--- src/rtl/dma_arb_if.sv ---
// Request/acknowledge and address bus bundle between the DMA register file,
// the channel arbiter (slave) and the transfer engine / CPU side (master).
interface dma_arb_if #(
    parameter int unsigned NCH = 4,
    parameter int unsigned AW  = 16
);
    localparam int unsigned CHW = $clog2(NCH);

    logic [NCH-1:0]    dreq;
    logic [NCH-1:0]    mask;
    logic [NCH-1:0]    sw_req;
    logic              hlda;
    logic              tc;
    logic              svc_end;
    logic [NCH*AW-1:0] ch_addr;

    logic              hrq;
    logic [NCH-1:0]    dack;
    logic [AW-1:0]     ch_out;
    logic [CHW-1:0]    act_ch;
    logic              active;
    logic [NCH-1:0]    sw_req_clr;

    modport slave (
        input  dreq, mask, sw_req, hlda, tc, svc_end, ch_addr,
        output hrq, dack, ch_out, act_ch, active, sw_req_clr
    );

    modport master (
        output dreq, mask, sw_req, hlda, tc, svc_end, ch_addr,
        input  hrq, dack, ch_out, act_ch, active, sw_req_clr
    );
endinterface

--- src/rtl/dma_priority_arbiter.sv ---
// DMA channel priority arbiter with HRQ/HLDA bus-request sequencing.
// Define DMA_ARB_ROTATE_EN to enable rotating priority under rot_pri.
module dma_priority_arbiter #(
    parameter int unsigned NCH = 4,
    parameter int unsigned AW  = 16
) (
    input  logic      clk,
    input  logic      Reset,
    input  logic      dreq_sense,
    input  logic      dack_sense,
    input  logic      ctrl_dis,
    input  logic      rot_pri,
    dma_arb_if.slave  bus
);
    localparam int unsigned CHW = $clog2(NCH);

    typedef enum logic [1:0] {IDLE, REQ, SERVE, RELEASE} state_e;

    state_e         state_q, state_d;
    logic           hrq_q, hrq_d;
    logic [NCH-1:0] dack_q, dack_d;
    logic [AW-1:0]  ch_out_q, ch_out_d;
    logic [CHW-1:0] act_ch_q, act_ch_d;
    logic           active_q, active_d;
    logic [NCH-1:0] clr_q, clr_d;

    logic [NCH-1:0] pending;
    logic [AW-1:0]  addr_arr [NCH];
    logic [CHW-1:0] arb_base;
    logic [CHW-1:0] win_idx;
    logic           win_vld;

    always_comb begin
        pending = ((bus.dreq ^ {NCH{dreq_sense}}) & ~bus.mask) | bus.sw_req;
    end

    always_comb begin
        for (int unsigned i = 0; i < NCH; i++) begin
            addr_arr[i] = bus.ch_addr[i*AW +: AW];
        end
    end

`ifdef DMA_ARB_ROTATE_EN
    logic [CHW-1:0] ptr_q, ptr_d;
    logic [CHW-1:0] ptr_next;

    assign arb_base = rot_pri ? ptr_q : '0;
    assign ptr_next = (act_ch_q == CHW'(NCH - 1)) ? '0 : act_ch_q + 1'b1;

    // Served channel drops to lowest priority on any exit from SERVE.
    always_comb begin
        ptr_d = ptr_q;
        if (!rot_pri) begin
            ptr_d = '0;
        end else if (state_q == SERVE && state_d != SERVE) begin
            ptr_d = ptr_next;
        end
    end

    always_ff @(posedge clk) begin
        if (Reset) begin
            ptr_q <= '0;
        end else begin
            ptr_q <= ptr_d;
        end
    end
`else
    logic rot_pri_unused;

    assign rot_pri_unused = rot_pri;
    assign arb_base       = '0;
`endif

    // Search upward from arb_base, wrapping past NCH-1 back to channel 0.
    always_comb begin
        logic [CHW-1:0] cand;
        cand    = '0;
        win_vld = 1'b0;
        win_idx = '0;
        for (int unsigned k = 0; k < NCH; k++) begin
            if (32'(arb_base) + k >= NCH) begin
                cand = CHW'(32'(arb_base) + k - NCH);
            end else begin
                cand = CHW'(32'(arb_base) + k);
            end
            if (!win_vld && pending[cand]) begin
                win_vld = 1'b1;
                win_idx = cand;
            end
        end
    end

    always_comb begin
        state_d  = state_q;
        act_ch_d = act_ch_q;
        ch_out_d = ch_out_q;
        clr_d    = '0;

        unique case (state_q)
            IDLE: begin
                if (!ctrl_dis && |pending) begin
                    state_d = REQ;
                end
            end
            REQ: begin
                if (bus.hlda) begin
                    if (win_vld) begin
                        state_d  = SERVE;
                        act_ch_d = win_idx;
                        ch_out_d = addr_arr[win_idx];
                    end else begin
                        state_d = RELEASE;
                    end
                end
            end
            SERVE: begin
                if (!bus.hlda) begin
                    state_d = IDLE;
                end else if (bus.tc) begin
                    state_d         = RELEASE;
                    clr_d[act_ch_q] = bus.sw_req[act_ch_q];
                end else if (bus.svc_end || !pending[act_ch_q]) begin
                    state_d = RELEASE;
                end
            end
            RELEASE: begin
                if (!bus.hlda) begin
                    state_d = IDLE;
                end
            end
            default: state_d = IDLE;
        endcase

        // Outputs are registered, so they are decoded from the next state.
        hrq_d    = (state_d == REQ) || (state_d == SERVE);
        active_d = (state_d == SERVE);
        dack_d   = {NCH{dack_sense}};
        if (state_d == SERVE) begin
            dack_d[act_ch_d] = ~dack_sense;
        end
    end

    always_ff @(posedge clk) begin
        if (Reset) begin
            state_q  <= IDLE;
            hrq_q    <= 1'b0;
            dack_q   <= {NCH{dack_sense}};
            ch_out_q <= '0;
            act_ch_q <= '0;
            active_q <= 1'b0;
            clr_q    <= '0;
        end else begin
            state_q  <= state_d;
            hrq_q    <= hrq_d;
            dack_q   <= dack_d;
            ch_out_q <= ch_out_d;
            act_ch_q <= act_ch_d;
            active_q <= active_d;
            clr_q    <= clr_d;
        end
    end

    assign bus.hrq        = hrq_q;
    assign bus.dack       = dack_q;
    assign bus.ch_out     = ch_out_q;
    assign bus.act_ch     = act_ch_q;
    assign bus.active     = active_q;
    assign bus.sw_req_clr = clr_q;
endmodule

--- src/flat_wrapper.sv ---
// flat-port wrapper written by rule: the top's interface ports become plain ports
module dma_priority_arbiter_flat 
#(
    parameter int unsigned NCH = 4,
    parameter int unsigned AW  = 16
)
  (clk, Reset, dreq_sense, dack_sense, ctrl_dis, rot_pri, bus_dreq, bus_mask, bus_sw_req, bus_hlda, bus_tc, bus_svc_end, bus_ch_addr, bus_hrq, bus_dack, bus_ch_out, bus_act_ch, bus_active, bus_sw_req_clr);
  dma_arb_if #(.NCH(NCH), .AW(AW)) bus_i ();
  input  logic clk;
  input  logic Reset;
  input  logic dreq_sense;
  input  logic dack_sense;
  input  logic ctrl_dis;
  input  logic rot_pri;
  input wire logic [$bits(bus_i.dreq)-1:0] bus_dreq;
  input wire logic [$bits(bus_i.mask)-1:0] bus_mask;
  input wire logic [$bits(bus_i.sw_req)-1:0] bus_sw_req;
  input wire logic [$bits(bus_i.hlda)-1:0] bus_hlda;
  input wire logic [$bits(bus_i.tc)-1:0] bus_tc;
  input wire logic [$bits(bus_i.svc_end)-1:0] bus_svc_end;
  input wire logic [$bits(bus_i.ch_addr)-1:0] bus_ch_addr;
  output wire logic [$bits(bus_i.hrq)-1:0] bus_hrq;
  output wire logic [$bits(bus_i.dack)-1:0] bus_dack;
  output wire logic [$bits(bus_i.ch_out)-1:0] bus_ch_out;
  output wire logic [$bits(bus_i.act_ch)-1:0] bus_act_ch;
  output wire logic [$bits(bus_i.active)-1:0] bus_active;
  output wire logic [$bits(bus_i.sw_req_clr)-1:0] bus_sw_req_clr;
  assign bus_i.dreq = bus_dreq;
  assign bus_i.mask = bus_mask;
  assign bus_i.sw_req = bus_sw_req;
  assign bus_i.hlda = bus_hlda;
  assign bus_i.tc = bus_tc;
  assign bus_i.svc_end = bus_svc_end;
  assign bus_i.ch_addr = bus_ch_addr;
  assign bus_hrq = bus_i.hrq;
  assign bus_dack = bus_i.dack;
  assign bus_ch_out = bus_i.ch_out;
  assign bus_act_ch = bus_i.act_ch;
  assign bus_active = bus_i.active;
  assign bus_sw_req_clr = bus_i.sw_req_clr;
  dma_priority_arbiter #(.NCH(NCH), .AW(AW)) u_core (.clk(clk), .Reset(Reset), .dreq_sense(dreq_sense), .dack_sense(dack_sense), .ctrl_dis(ctrl_dis), .rot_pri(rot_pri), .bus(bus_i));
endmodule
--- config.mk ---
export PLATFORM = sky130hd
export DESIGN_NAME = dma_priority_arbiter_flat
export DESIGN_NICKNAME = d
export VERILOG_FILES = /design/src/rtl/dma_arb_if.sv /design/src/rtl/dma_priority_arbiter.sv /design/src/flat_wrapper.sv
export SDC_FILE = /design/constraint.sdc
export NUM_CORES = 1
export LEC_CHECK = 0
export BUFFER_PORTS_ARGS = -buffer_cell sky130_fd_sc_hd__buf_2
export CAP_MARGIN = 20
export CORE_ASPECT_RATIO = 0.9
export CORE_MARGIN = 3
export CORE_UTILIZATION = 38
export CTS_CLUSTER_DIAMETER = 120
export DETAILED_ROUTE_END_ITERATION = 8
export MAX_ROUTING_LAYER = met4
export PLACE_DENSITY_LB_ADDON = 0.1
export SLEW_MARGIN = 5
export SYNTH_ARGS = -nofsm -noshare
export SYNTH_HDL_FRONTEND = slang
export SYNTH_SLANG_ARGS = --single-unit
--- constraint.sdc ---
create_clock -name clk -period 2.6 [get_ports clk]
set_input_delay 0.52 -clock clk [delete_from_list [all_inputs] [get_ports clk]]
set_output_delay 0.52 -clock clk [all_outputs]
set_load 0.02 [all_outputs]
# Word-level counts from Yosys, hierarchy flattened
# Cells that the tools add are included.
word_totals:
  regBits: 30
  in_bits: 85
  output_inout_bits: 28
classes:
  order_cmp: 5
  n_eq_ne: 5
  muxes: 32
  n_bitwise: 10
  reduce_logical: 17
ops:
  columns: ["cell", "count"]
  rows:
  - ["$bmux W16 S2", 1]
  - ["$mux W16", 2]
  - ["$mux W2", 11]
  - ["$mux W1", 10]
  - ["$and A4 B4 Y4", 2]
  - ["$mux W4", 2]
  - ["$pmux W2 S4", 1]
  - ["$reduce_or A4 Y1", 2]
  - ["$eq A2 B2 Y1 const B", 3]
  - ["$logic_and A1 B1 Y1", 6]
  - ["$lt A2 B3 Y1 const B", 2]
  - ["$logic_not A1 Y1", 5]
  - ["$bmux W1 S2", 2]
  - ["$bwmux W4", 1]
  - ["$demux W1 S2", 2]
  - ["$eq A2 B1 Y1 const B", 2]
  - ["$ge A2 B1 Y1 const B", 2]
  - ["$not A1 Y1", 4]
  - ["$not A4 Y4", 1]
  - ["$or A4 B4 Y4", 1]
  - ["$xor A4 B4 Y4", 1]
  - ["$ge A3 B3 Y1 const B", 1]
  - ["$not A2 Y3", 1]
  - ["$reduce_and A3 Y1", 1]
  - ["other kinds (2)", 3]

# Logic depth before layout (Yosys ltp)
# Gate-level depths: netlist of run 1.
depth:
  word_depth: 23
  ltp_mapped: 10
  ltp_nobuf: 9

# Least setup slack after synthesis of run 1
# OpenSTA, ideal clock, no wires.
synth_path:
  path_type: "input port to flip-flop"
  startpoint: "input dreq_sense"
  endpoint: "register u_core.dack_q[3] (netlist: u_core.bus.dack[3])"
  arrival_time_ns: 2.323
  required_time_ns: 2.476
  setup_slack_ns: 0.154
  path_stages: 10
  cell_sequence: "buf_6 -> xnor2_2 -> o21bai_4 -> nor4_4 -> nor2_1 -> o32a_1 -> ha_1 -> nor2b_1 -> nor3b_2 -> xor2_1"
synth_lines:
  columns: ["element", "line_no", "source"]
  rows:
  - ["start, declared", "flat_wrapper.sv:11", "input logic dreq_sense;"]
  - ["$xor A4 B4 Y4 *", "dma_priority_arbiter.sv:34", "pending = ((bus.dreq ^ {NCH{dreq_sense}}) & ~bus.mask) | bus.sw_req;"]
  - ["$and A4 B4 Y4 *", "dma_priority_arbiter.sv:34", null]
  - ["$or A4 B4 Y4 *", "dma_priority_arbiter.sv:34", null]
  - ["$mux W1", "dma_priority_arbiter.sv:86", "if (!win_vld && pending[cand]) begin"]
  - ["$logic_not A1 Y1", "dma_priority_arbiter.sv:86", null]
  - ["$logic_and A1 B1 Y1", "dma_priority_arbiter.sv:86", null]
  - ["$mux W1", "dma_priority_arbiter.sv:86", null]
  - ["$logic_not A1 Y1", "dma_priority_arbiter.sv:86", null]
  - ["[4 not listed]", null, null]
  - ["$mux W1", "dma_priority_arbiter.sv:86", null]
  - ["$mux W1", "dma_priority_arbiter.sv:107", "if (win_vld) begin"]
  - ["$mux W2", "dma_priority_arbiter.sv:106", "if (bus.hlda) begin"]
  - ["$pmux W2 S4 *", "dma_priority_arbiter.sv:99", "unique case (state_q)"]
  - ["$eq A2 B2 Y1 *", null, null]
  - ["named net u_core.active_d", "dma_priority_arbiter.sv:24", "logic active_q, active_d;"]
  - ["$mux W4 *", "dma_priority_arbiter.sv:138", "if (state_d == SERVE) begin"]
  - ["$mux W4 *", "dma_priority_arbiter.sv:144", "if (Reset) begin"]
  - ["end signal, assigned", "dma_priority_arbiter.sv:147", "dack_q <= {NCH{dack_sense}};"]
  - ["end signal, assigned", "dma_priority_arbiter.sv:155", "dack_q <= dack_d;"]
  - ["end, declared", "dma_priority_arbiter.sv:21", "logic [NCH-1:0] dack_q, dack_d;"]
# The timed path passes the listed nets; every way through them passes the cells marked *. The select of a mux whose other input is x is not followed.
# A chain may end at the register's enable or synchronous reset.

# Worst setup path in the final report of run 1
# Ends and elaborated chain as after synthesis.

==> impl_metrics.env, run 1 <==
export IMPL_outcome="completed"
export IMPL_tightest_slew_ns=0.795
export IMPL_drt_pass1_iterations=4
export IMPL_slew_violations=0
export IMPL_syn_inst=183
export IMPL_syn_area_per_cell_um2=9.25
export IMPL_fin_setup_tns_ns=0
export IMPL_synth_area_um2=1690
export IMPL_cts_repair_resized=0
export IMPL_cts_max_level=2
export IMPL_clk_pin_slew_ns=0.06
export IMPL_whs_endpoint="u_core.bus.ch_out[9]"
export IMPL_avgViaCountPerCell=4.97
export IMPL_antenna_found_initial=0
export IMPL_grt_pass1_vias=1795
export IMPL_fmax_ghz=0.438
export IMPL_ys_warn_count=0
export IMPL_hold_buffers=0
export IMPL_syn_num_nets=269
export IMPL_r2r_slack_ns=0.48
export IMPL_holdPathStages=2
export IMPL_fp_coreArea_um2=4180
export IMPL_synth_seq_cells=30
export IMPL_p_per_area_nw_per_um2=514
export IMPL_grt_pass1_wl_mm=7.83
export IMPL_rows=22
export IMPL_setup_viol=0
export IMPL_crit_path_end_kind="register"
export IMPL_grt_setup_unrepaired="no"
export IMPL_hold_start="u_core.bus.ch_out[9]"
export IMPL_hold_viol=0
export IMPL_grtUsageTotal=0.185
export IMPL_peakVddDrop_mv=0.322
export IMPL_syn2layout_area_growth_pct=42.1
export IMPL_postCtsSetupBuffers=0
export IMPL_seq_area_frac_synth=0.355
export IMPL_dp_hpwl_mm=3.64
export IMPL_path_class="primary input to register"
export IMPL_portBuffers=111
export IMPL_drt_initial_drc_count=95
export IMPL_die_x_um=76.4
export IMPL_leakagePower_nw=1.08
export IMPL_place_congestion=0.780
export IMPL_max_slew_margin_rel=0.467
export IMPL_totalWireLength_mm=4.74
export IMPL_start_util=0.405
export IMPL_clockBufferDepth=2
export IMPL_cts_root_buffer_cell="clkbuf_8"
export IMPL_min_period_ns=2.28
export IMPL_numCtsBuffers=5
export IMPL_via_count=1770
export IMPL_dpl_cell_count=348
export IMPL_fin_crit_sh=0.878
export IMPL_post_synth_num_cell_types=45
export IMPL_skew_ns=0.00599
export IMPL_final_util=0.575
export IMPL_diodes=0
export IMPL_tritoncts="done"
export IMPL_dieArea_um2=5290
export IMPL_r2r_end="u_core.bus.dack[3]"
export IMPL_start_kind="primary input"
export IMPL_wire_per_inst_um=13.3
export IMPL_hp_class="register to register"
export IMPL_finalNonFillerCells=356
export IMPL_ios=113
export IMPL_cp_required_ns=2.76
export IMPL_ant_nets=0
export IMPL_fin_total_pwr_w=0.00124
export IMPL_reg2reg_depth=7
export IMPL_drv_cap=0
export IMPL_grt_max_degree=20
export IMPL_clk_latency_ns=0.28
export IMPL_drcViolationCount=0
export IMPL_fin_nets=381
export IMPL_crit_reg2reg_launch="u_core.state_q[0]"
export IMPL_drive_above_1_share=0.554
export IMPL_die_y_um=69.3
export IMPL_cts_sinks=30
export IMPL_crit_path_max_fanout=5
export IMPL_worstPathArrival_ns=2.44
export IMPL_grt_overflow=0
export IMPL_whs_ns=0.441
state kept, by name (all words and copies together), names as in the netlist:
name                   count
u_core.bus.ch_out         16
u_core.bus.dack            4
u_core.bus.sw_req_clr      4
u_core.bus.active          1
u_core.bus.hrq             1
u_core.bus.act_ch          2
u_core.state_q             2
worst max-delay path: stages:
cell,delay [ns]
buf_2,0.15
xnor2_1,0.24
o21bai_2,0.13
nor4_4,0.29
nor2_1,0.09
o32a_1,0.36
ha_1,0.19
nor2b_1,0.16
nor3b_2,0.17
xor2_1,0.15
worst max-delay path by stage:
| stage | from | endpoint | slack [ns] | depth (start not counted) |
|---|---|---|---|---|
| after global routing | dreq_sense | u_core.bus.dack[3] | 0.10 | 10 |
| after floorplan | dreq_sense | u_core.bus.dack[3] | 0.15 | 10 |
| after CTS | dreq_sense | u_core.bus.dack[3] | 0.32 | 10 |
| after global placement | dreq_sense | u_core.bus.dack[3] | 0.04 | 10 |
| after detailed placement | dreq_sense | u_core.bus.dack[3] | 0.02 | 10 |
| final | dreq_sense | u_core.bus.dack[3] | 0.32 | 10 |
power by group:
part	internal, W	switching, W
registers	0.000486	0.0000167
clock network	0.000267	0.000169
logic	0.000136	0.000162
area by class of cell:
class	count	area (um2)
multi-input combinational	138	1000
timing repair buffer	119	616
fill	429	1780
clock buffer	8	110
sequential	30	601
inverter	1	3.75
tap	60	75.1
cell usage in the layout (no fill, tap or decap), drive strengths merged, types with 2 or more instances in the layout:
cell type | synthesis | final
buf | 7 | 119
o21ai | 32 | 32
dfxtp | 30 | 30
nand2 | 22 | 22
o22ai | 18 | 18
o2bb2ai | 16 | 16
clkbuf | 7 | 8
nor2 | 7 | 7
xnor2 | 7 | 7
o21ba | 5 | 5
o21bai | 4 | 4
nor3 | 4 | 4
a21oi | 3 | 3
nor2b | 2 | 2
nand3b | 2 | 2
per-layer routing:
metal / part of all wire / GRT usage / routed length (um)
met4: 0.0076 / 0.0543 / 36
met1: 0.44 / 0.217 / 2100
met5: 0 / - / 0
met2: 0.48 / 0.314 / 2260
met3: 0.074 / 0.0468 / 350
cell families after synthesis:
| kind of cell | Yosys count | share of synthesized area |
|---|---|---|
| AO/OA/AOI/OAI | 83 | 0.371 |
| AND/OR/NAND/NOR | 45 | 0.157 |
| flip-flops | 30 | 0.355 |
| buffers and inverters | 15 | 0.0539 |
| XOR/XNOR | 8 | 0.0503 |
| multiplexers | 1 | 0.00591 |
| adder cells (fa/ha/maj) | 1 | 0.00739 |
synthesized netlist by cell type (all sizes together):
cell / n / area (um2)
o2bb2ai: 16 / 140
xor2: 1 / 8.76
nand2: 22 / 108
a21oi: 3 / 15.0
inv: 1 / 3.75
dfxtp: 30 / 601
nor4: 1 / 21.3
nor4b: 1 / 8.76
or4b: 1 / 10.0
nor2: 7 / 28.8
a31oi: 1 / 12.5
o311ai: 1 / 8.76
nor3: 4 / 25.0
clkbuf: 7 / 27.5
nand2b: 1 / 6.26
ha: 1 / 12.5
buf: 7 / 60.1
o21a: 1 / 7.51
or3: 1 / 6.26
xnor2: 7 / 76.3
nand3: 1 / 5.00
o22ai: 18 / 119
nand3b: 2 / 15.0
o21bai: 4 / 52.6
mux2i: 1 / 10.0
or2: 1 / 6.26
a2111oi: 1 / 15.0
o21ai: 32 / 198
nor2b: 2 / 12.5
nor3b: 1 / 12.5
o21ba: 5 / 50.1
o32a: 1 / 10.0
stage by stage:
step | worst slack [ns] | area, um2
2_1_floorplan | 0.154 | 1690
3_3_place_gp | 0.0409 | 2300
4_1_cts | 0.319 | 2410
6_report | 0.316 | 2410
3_5_place_dp | 0.0174 | 2300
5_1_grt | 0.101 | 2410
Power figures use the tool's default switching activity.
==> run 2: changes to the inputs <==
--- a/config.mk
+++ b/config.mk
@@ -5,11 +5,12 @@
 export SDC_FILE = /design/constraint.sdc
 export NUM_CORES = 1
 export LEC_CHECK = 0
+export ABC_AREA = 1
 export BUFFER_PORTS_ARGS = -buffer_cell sky130_fd_sc_hd__buf_2
 export CAP_MARGIN = 20
 export CORE_ASPECT_RATIO = 0.9
 export CORE_MARGIN = 3
-export CORE_UTILIZATION = 38
+export CORE_UTILIZATION = 42
 export CTS_CLUSTER_DIAMETER = 120
 export DETAILED_ROUTE_END_ITERATION = 8
 export MAX_ROUTING_LAYER = met4
==> run 2 against run 1 <==
Combinational power increased by 35%. Flip-flop and latch count unchanged. Sequential share of layout area shrank 4.1 points. Worst hold slack better by 0.051 ns. Worst setup slack better by 0.29 ns. Cell area up 20%. Register-to-register slack improved by 0.24 ns. Clock power down 9.2%. Fmax rose by 14%. Utilization is 0.15 points lower. Synthesized area rose by 33%. Synthesized cell count is 110% higher. Critical path type unchanged. Largest cell class unchanged. Highest routed layer unchanged.
==> impl_metrics.env, run 2 <==
export IMPL_outcome="completed"
export IMPL_final_common_cell="nand2_1"
export IMPL_cp_required_ns=2.78
export IMPL_slew_violations=0
export IMPL_grt_setup_unrepaired="no"
export IMPL_synth_seq_cells=30
export IMPL_path_class="primary input to register"
export IMPL_tightest_slew_ns=0.436
export IMPL_postCtsSetupBuffers=0
export IMPL_syn_inst=382
export IMPL_cts_max_level=2
export IMPL_skew_ns=0.00920
export IMPL_via_count=2512
export IMPL_worstPathArrival_ns=2.18
export IMPL_synth_edff_count=0
export IMPL_grtUsageTotal=0.195
export IMPL_post_place_ws_ns=0.322
export IMPL_layout_setup_ws_ns=0.603
export IMPL_crit_path_max_fanout=9
export IMPL_syn2layout_area_growth_pct=28.1
export IMPL_largest_reg_flops=16
export IMPL_drive_above_1_share=0.296
export IMPL_yosys_most_used_dff="dfxtp_1"
export IMPL_drt_initial_drc_count=108
export IMPL_ant_nets=0
export IMPL_portBuffers=111
export IMPL_drv_cap=0
export IMPL_start_util=0.448
export IMPL_setup_viol=0
export IMPL_ys_warn_count=0
export IMPL_die_x_um=83.1
export IMPL_wire_per_inst_um=10.9
export IMPL_syn_num_nets=468
export IMPL_finalNonFillerCells=551
export IMPL_fin_nets=571
export IMPL_start_kind="primary input"
export IMPL_leakagePower_nw=1.80
export IMPL_dpl_cell_count=543
export IMPL_numCtsBuffers=5
export IMPL_clk_latency_ns=0.28
export IMPL_fmax_ghz=0.501
export IMPL_fin_setup_tns_ns=0
export IMPL_max_slew_margin_rel=0.709
export IMPL_fp_coreArea_um2=5010
export IMPL_synth_top_area_cell="dfxtp_1"
export IMPL_crit_path_end_kind="register"
export IMPL_die_y_um=75.4
export IMPL_ios=113
export IMPL_grt_overflow=0
export IMPL_grt_max_degree=35
export IMPL_synth_most_common_cell="nand2_1"
export IMPL_rows=24
export IMPL_final_cell_mix="113 x nand2_1, 111 x buf_2, 71 x nand3_1"
export IMPL_place_congestion=0.846
export IMPL_peakVddDrop_mv=0.268
export IMPL_drcViolationCount=0
export IMPL_clk_pin_slew_ns=0.07
export IMPL_post_synth_num_cell_types=30
export IMPL_cts_sinks=30
export IMPL_hold_viol=0
export IMPL_synth_area_um2=2240
export IMPL_clockBufferDepth=2
export IMPL_min_period_ns=2.00
export IMPL_p_per_area_nw_per_um2=454
export IMPL_whs_ns=0.492
export IMPL_totalWireLength_mm=6.01
export IMPL_hp_class="primary input to register"
export IMPL_cts_root_buffer_cell="clkbuf_8"
export IMPL_hold_buffers=0
export IMPL_seq_area_frac_synth=0.268
export IMPL_grt_pass1_wl_mm=9.80
export IMPL_grt_pass1_vias=2162
export IMPL_cts_repair_resized=0
export IMPL_tritoncts="done"
export IMPL_diodes=0
export IMPL_final_util=0.574
export IMPL_drt_pass1_iterations=4
export IMPL_syn_area_per_cell_um2=5.88
export IMPL_avgViaCountPerCell=4.56
export IMPL_yosysTopAreaCellShare=0.268
export IMPL_dp_hpwl_mm=4.38
export IMPL_synthTopCellsByArea="dfxtp_1 27%, nand2_1 19%, nand3_1 16%"
export IMPL_synthTopCellsByCount="113 x nand2_1, 71 x nand3_1, 68 x inv_1"
export IMPL_fin_crit_sh=0.768
export IMPL_dieArea_um2=6260
export IMPL_antenna_found_initial=0
export IMPL_async_flop_share=0
[run 2: routing by layer]
metal	wire length [um]	global-route usage	vias up
met2	2600	0.314	87
met3	445	0.0411	2
met4	25	0.0381	0
met1	2940	0.258	1056
li1	-	-	1367
met5	0	-	-
[run 2: power by group]
group / switching (W) / internal (W) / total (W) / leakage [nW]
clock network: 0.000184 / 0.000213 / 0.000396 / 0.0472
logic: 0.000249 / 0.000153 / 0.000403 / 1.51
registers: 0.0000168 / 0.000490 / 0.000507 / 0.246
[run 2: cell type report]
| cell class | count | area, um2 |
|---|---|---|
| well taps | 65 | 81.3 |
| repair buffers | 113 | 571 |
| clock inverters | 2 | 12.5 |
| inverters | 75 | 284 |
| multi-input cells | 260 | 1240 |
| clock buffers | 6 | 82.6 |
| flip-flops and latches | 30 | 601 |
| fillers | 534 | 2140 |
[run 2: critical path, stage by stage]
cell and delay (ns):
buf_2 0.13, inv_2 0.06, nand2_1 0.06, nand3_1 0.08
nand2_2 0.11, inv_2 0.07, nand3_1 0.07, o211ai_1 0.08
o21ai_0 0.22, and2_1 0.18, ha_1 0.14, inv_1 0.04
nor2_1 0.08, buf_4 0.16, nand3_1 0.08, nand2_1 0.07
nand2_1 0.04
[run 2: stage by stage]
stage / total power (W) / cell area, um2
finish: 0.00131 / 2880
global route: 0.00139 / 2880
CTS: 0.00132 / 2880
detailed placement: 0.000921 / 2780
global placement: 0.000915 / 2780
floorplan: 0.000798 / 2240
[run 2: path summary, 6_finish.rpt]
check                       start                  to  slack [ns]  cells past startpoint
max                    dreq_sense  u_core.bus.dack[2]        0.60                     17
min                    dack_sense  u_core.bus.dack[1]        0.49                      3
max reg2reg  u_core.bus.act_ch[0]  u_core.bus.dack[2]        0.72                     12
min reg2reg     u_core.state_q[1]   u_core.state_q[1]        0.55                      2
[run 2: cell families after synthesis]
| kind of cell | after synthesis | share of synthesized area |
|---|---|---|
| AO/OA/AOI/OAI | 9 | 0.0262 |
| adder cells (fa/ha/maj) | 1 | 0.00557 |
| buffers and inverters | 92 | 0.178 |
| flip-flops | 30 | 0.268 |
| AND/OR/NAND/NOR | 250 | 0.523 |
==> run 3: changes to the inputs <==
--- a/config.mk
+++ b/config.mk
@@ -10,7 +10,7 @@
 export CAP_MARGIN = 20
 export CORE_ASPECT_RATIO = 0.9
 export CORE_MARGIN = 3
-export CORE_UTILIZATION = 42
+export CORE_UTILIZATION = 43
 export CTS_CLUSTER_DIAMETER = 120
 export DETAILED_ROUTE_END_ITERATION = 8
 export MAX_ROUTING_LAYER = met4
==> constraint.sdc (replaced) <==
create_clock -name clk -period 1.9 [get_ports clk]
set_input_delay 0.38 -clock clk [delete_from_list [all_inputs] [get_ports clk]]
set_output_delay 0.38 -clock clk [all_outputs]
set_load 0.02 [all_outputs]
==> run 3 against run 2 <==
Worst hold slack worse by 0.14 ns. Clock skew grew 0.0027 ns. Final cell count grew 2.9%. Die area shrank 2.2%. Flip-flop and latch count unchanged. Register-to-register slack worse by 0.55 ns. Utilization rose by 4.1 points. Sequential power up 36%. First-iteration DRC count grew 23%. Combinational power is 48% higher.
==> impl_metrics.env, run 3 (synthesis results as in run 2) <==
export IMPL_outcome="completed"
export IMPL_diodes=0
export IMPL_grtUsageMet1=0.264
export IMPL_crit_path_end_kind="register"
export IMPL_avgViaCountPerCell=4.54
export IMPL_start_util=0.453
export IMPL_worstPathArrival_ns=1.95
export IMPL_fp_coreArea_um2=4950
export IMPL_start_kind="primary input"
export IMPL_drt_initial_drc_count=133
export IMPL_place_congestion=0.806
export IMPL_cts_max_level=2
export IMPL_dieArea_um2=6120
export IMPL_dp_hpwl_mm=4.43
export IMPL_portBuffers=111
export IMPL_slew_violations=0
export IMPL_p_per_area_nw_per_um2=601
export IMPL_met2_usage=0.327
export IMPL_drive_above_1_share=0.323
export IMPL_hp_class="primary input to register"
export IMPL_use_met3=0.0436
export IMPL_grt_overflow=0
export IMPL_numCtsBuffers=5
export IMPL_grt_pass1_vias=2180
export IMPL_path_class="primary input to register"
export IMPL_grtUsageTotal=0.203
export IMPL_hold_buffers=0
export IMPL_whs_ns=0.351
export IMPL_cp_required_ns=2.08
export IMPL_clk_latency_ns=0.28
export IMPL_antenna_found_initial=0
export IMPL_leakagePower_nw=1.89
export IMPL_grt_busiest_layer="met2"
export IMPL_min_period_ns=1.76
export IMPL_skew_ns=0.0119
export IMPL_drcViolationCount=0
export IMPL_cts_root_buffer_cell="clkbuf_8"
export IMPL_totalWireLength_mm=5.91
export IMPL_final_common_cell="nand2_1"
export IMPL_finalNonFillerCells=567
export IMPL_drt_pass1_iterations=4
export IMPL_final_cell_mix="112 x nand2_1, 110 x buf_2, 71 x nand3_1"
export IMPL_fin_nets=587
export IMPL_drv_cap=0
export IMPL_ios=113
export IMPL_postCtsSetupBuffers=0
export IMPL_clockBufferDepth=2
export IMPL_tritoncts="done"
export IMPL_ant_nets=0
export IMPL_clk_pin_slew_ns=0.08
export IMPL_place_area_um2=2930
export IMPL_die_x_um=82.2
export IMPL_peakVddDrop_mv=0.409
export IMPL_syn2layout_area_growth_pct=35.7
export IMPL_hold_viol=0
export IMPL_setup_viol=0
export IMPL_dpl_cell_count=558
export IMPL_largest_reg_flops=16
export IMPL_rows=24
export IMPL_die_y_um=74.5
export IMPL_grt_max_degree=35
export IMPL_crit_path_max_fanout=5
export IMPL_fin_crit_sh=0.927
export IMPL_cts_sinks=30
export IMPL_via_count=2574
export IMPL_tightest_slew_ns=0.499
export IMPL_final_cell_area_um2=3050
export IMPL_fmax_ghz=0.567
export IMPL_grt_pass1_wl_mm=9.49
export IMPL_max_slew_margin_rel=0.667
export IMPL_wire_per_inst_um=10.4
-- run 3: cell count changes in the layout (fill, tap and decap cells not counted) --
cell,change
buf_4,+13
buf_12,+3
buf_2,-1
nand2_1,-1
nand2_2,+1
nor2_1,-1
nor2_2,+1
nor2_4,+1
o21ai_0,-1
o21ai_1,+1
-- run 3: area by class of cell --
class / instances / area [um2]
tap: 65 / 81.3
timing repair buffer: 128 / 723
clock inverter: 2 / 12.5
fill: 500 / 1910
clock buffer: 6 / 82.6
multi-input combinational: 261 / 1260
sequential: 30 / 601
inverter: 75 / 284
-- run 3: per-stage QoR --
stage                     power (W)  setup TNS [ns]  worst slack (ns)   util
after floorplan             0.00109               0           0.00960      -
final                       0.00183               0             0.138  0.615
after global placement      0.00129           -1.41            -0.258  0.592
after CTS                   0.00185               0            0.0742  0.612
after global routing        0.00196         -0.0251           -0.0107  0.615
after detailed placement    0.00130           -1.76            -0.296  0.592
-- run 3: timing repair --
| item | 4_1_cts | 5_1_grt |
|---|---|---|
| setup endpoints to repair | 4 | 4 |
| cloned | 0 | 1 |
| pin swaps | 0 | 4 |
| resized for setup | 1 | 3 |
-- run 3: report_power, final --
part	internal (W)	switching, W
clock	0.000291	0.000251
combinational	0.000247	0.000349
sequential	0.000670	0.0000221
-- run 3: final timing paths --
path                         from                  to  slack (ns)  cells after the start
max                    dreq_sense  u_core.bus.dack[1]        0.14                     15
min                    dack_sense  u_core.bus.dack[1]        0.35                      3
max reg2reg  u_core.bus.act_ch[1]  u_core.bus.dack[2]        0.17                     11
min reg2reg     u_core.state_q[1]   u_core.state_q[1]        0.56                      2
-- run 3: critical path, stage by stage --
cell	delay, ns
buf_4	0.13
inv_2	0.07
nand2_1	0.05
nand3_1	0.08
nand2_2	0.09
nor2_4	0.13
nand2_2	0.07
a31oi_1	0.13
nand2_1	0.08
and2_1	0.17
ha_1	0.19
inv_1	0.12
nor2_2	0.08
nand4_1	0.12
nand2_1	0.05
-- run 3: layer usage --
| layer | routed length [um] | part of all wire |
|---|---|---|
| met2 | 2630 | 0.44 |
| met3 | 408 | 0.069 |
| met5 | 0 | 0 |
| met1 | 2860 | 0.48 |
| met4 | 19 | 0.0032 |
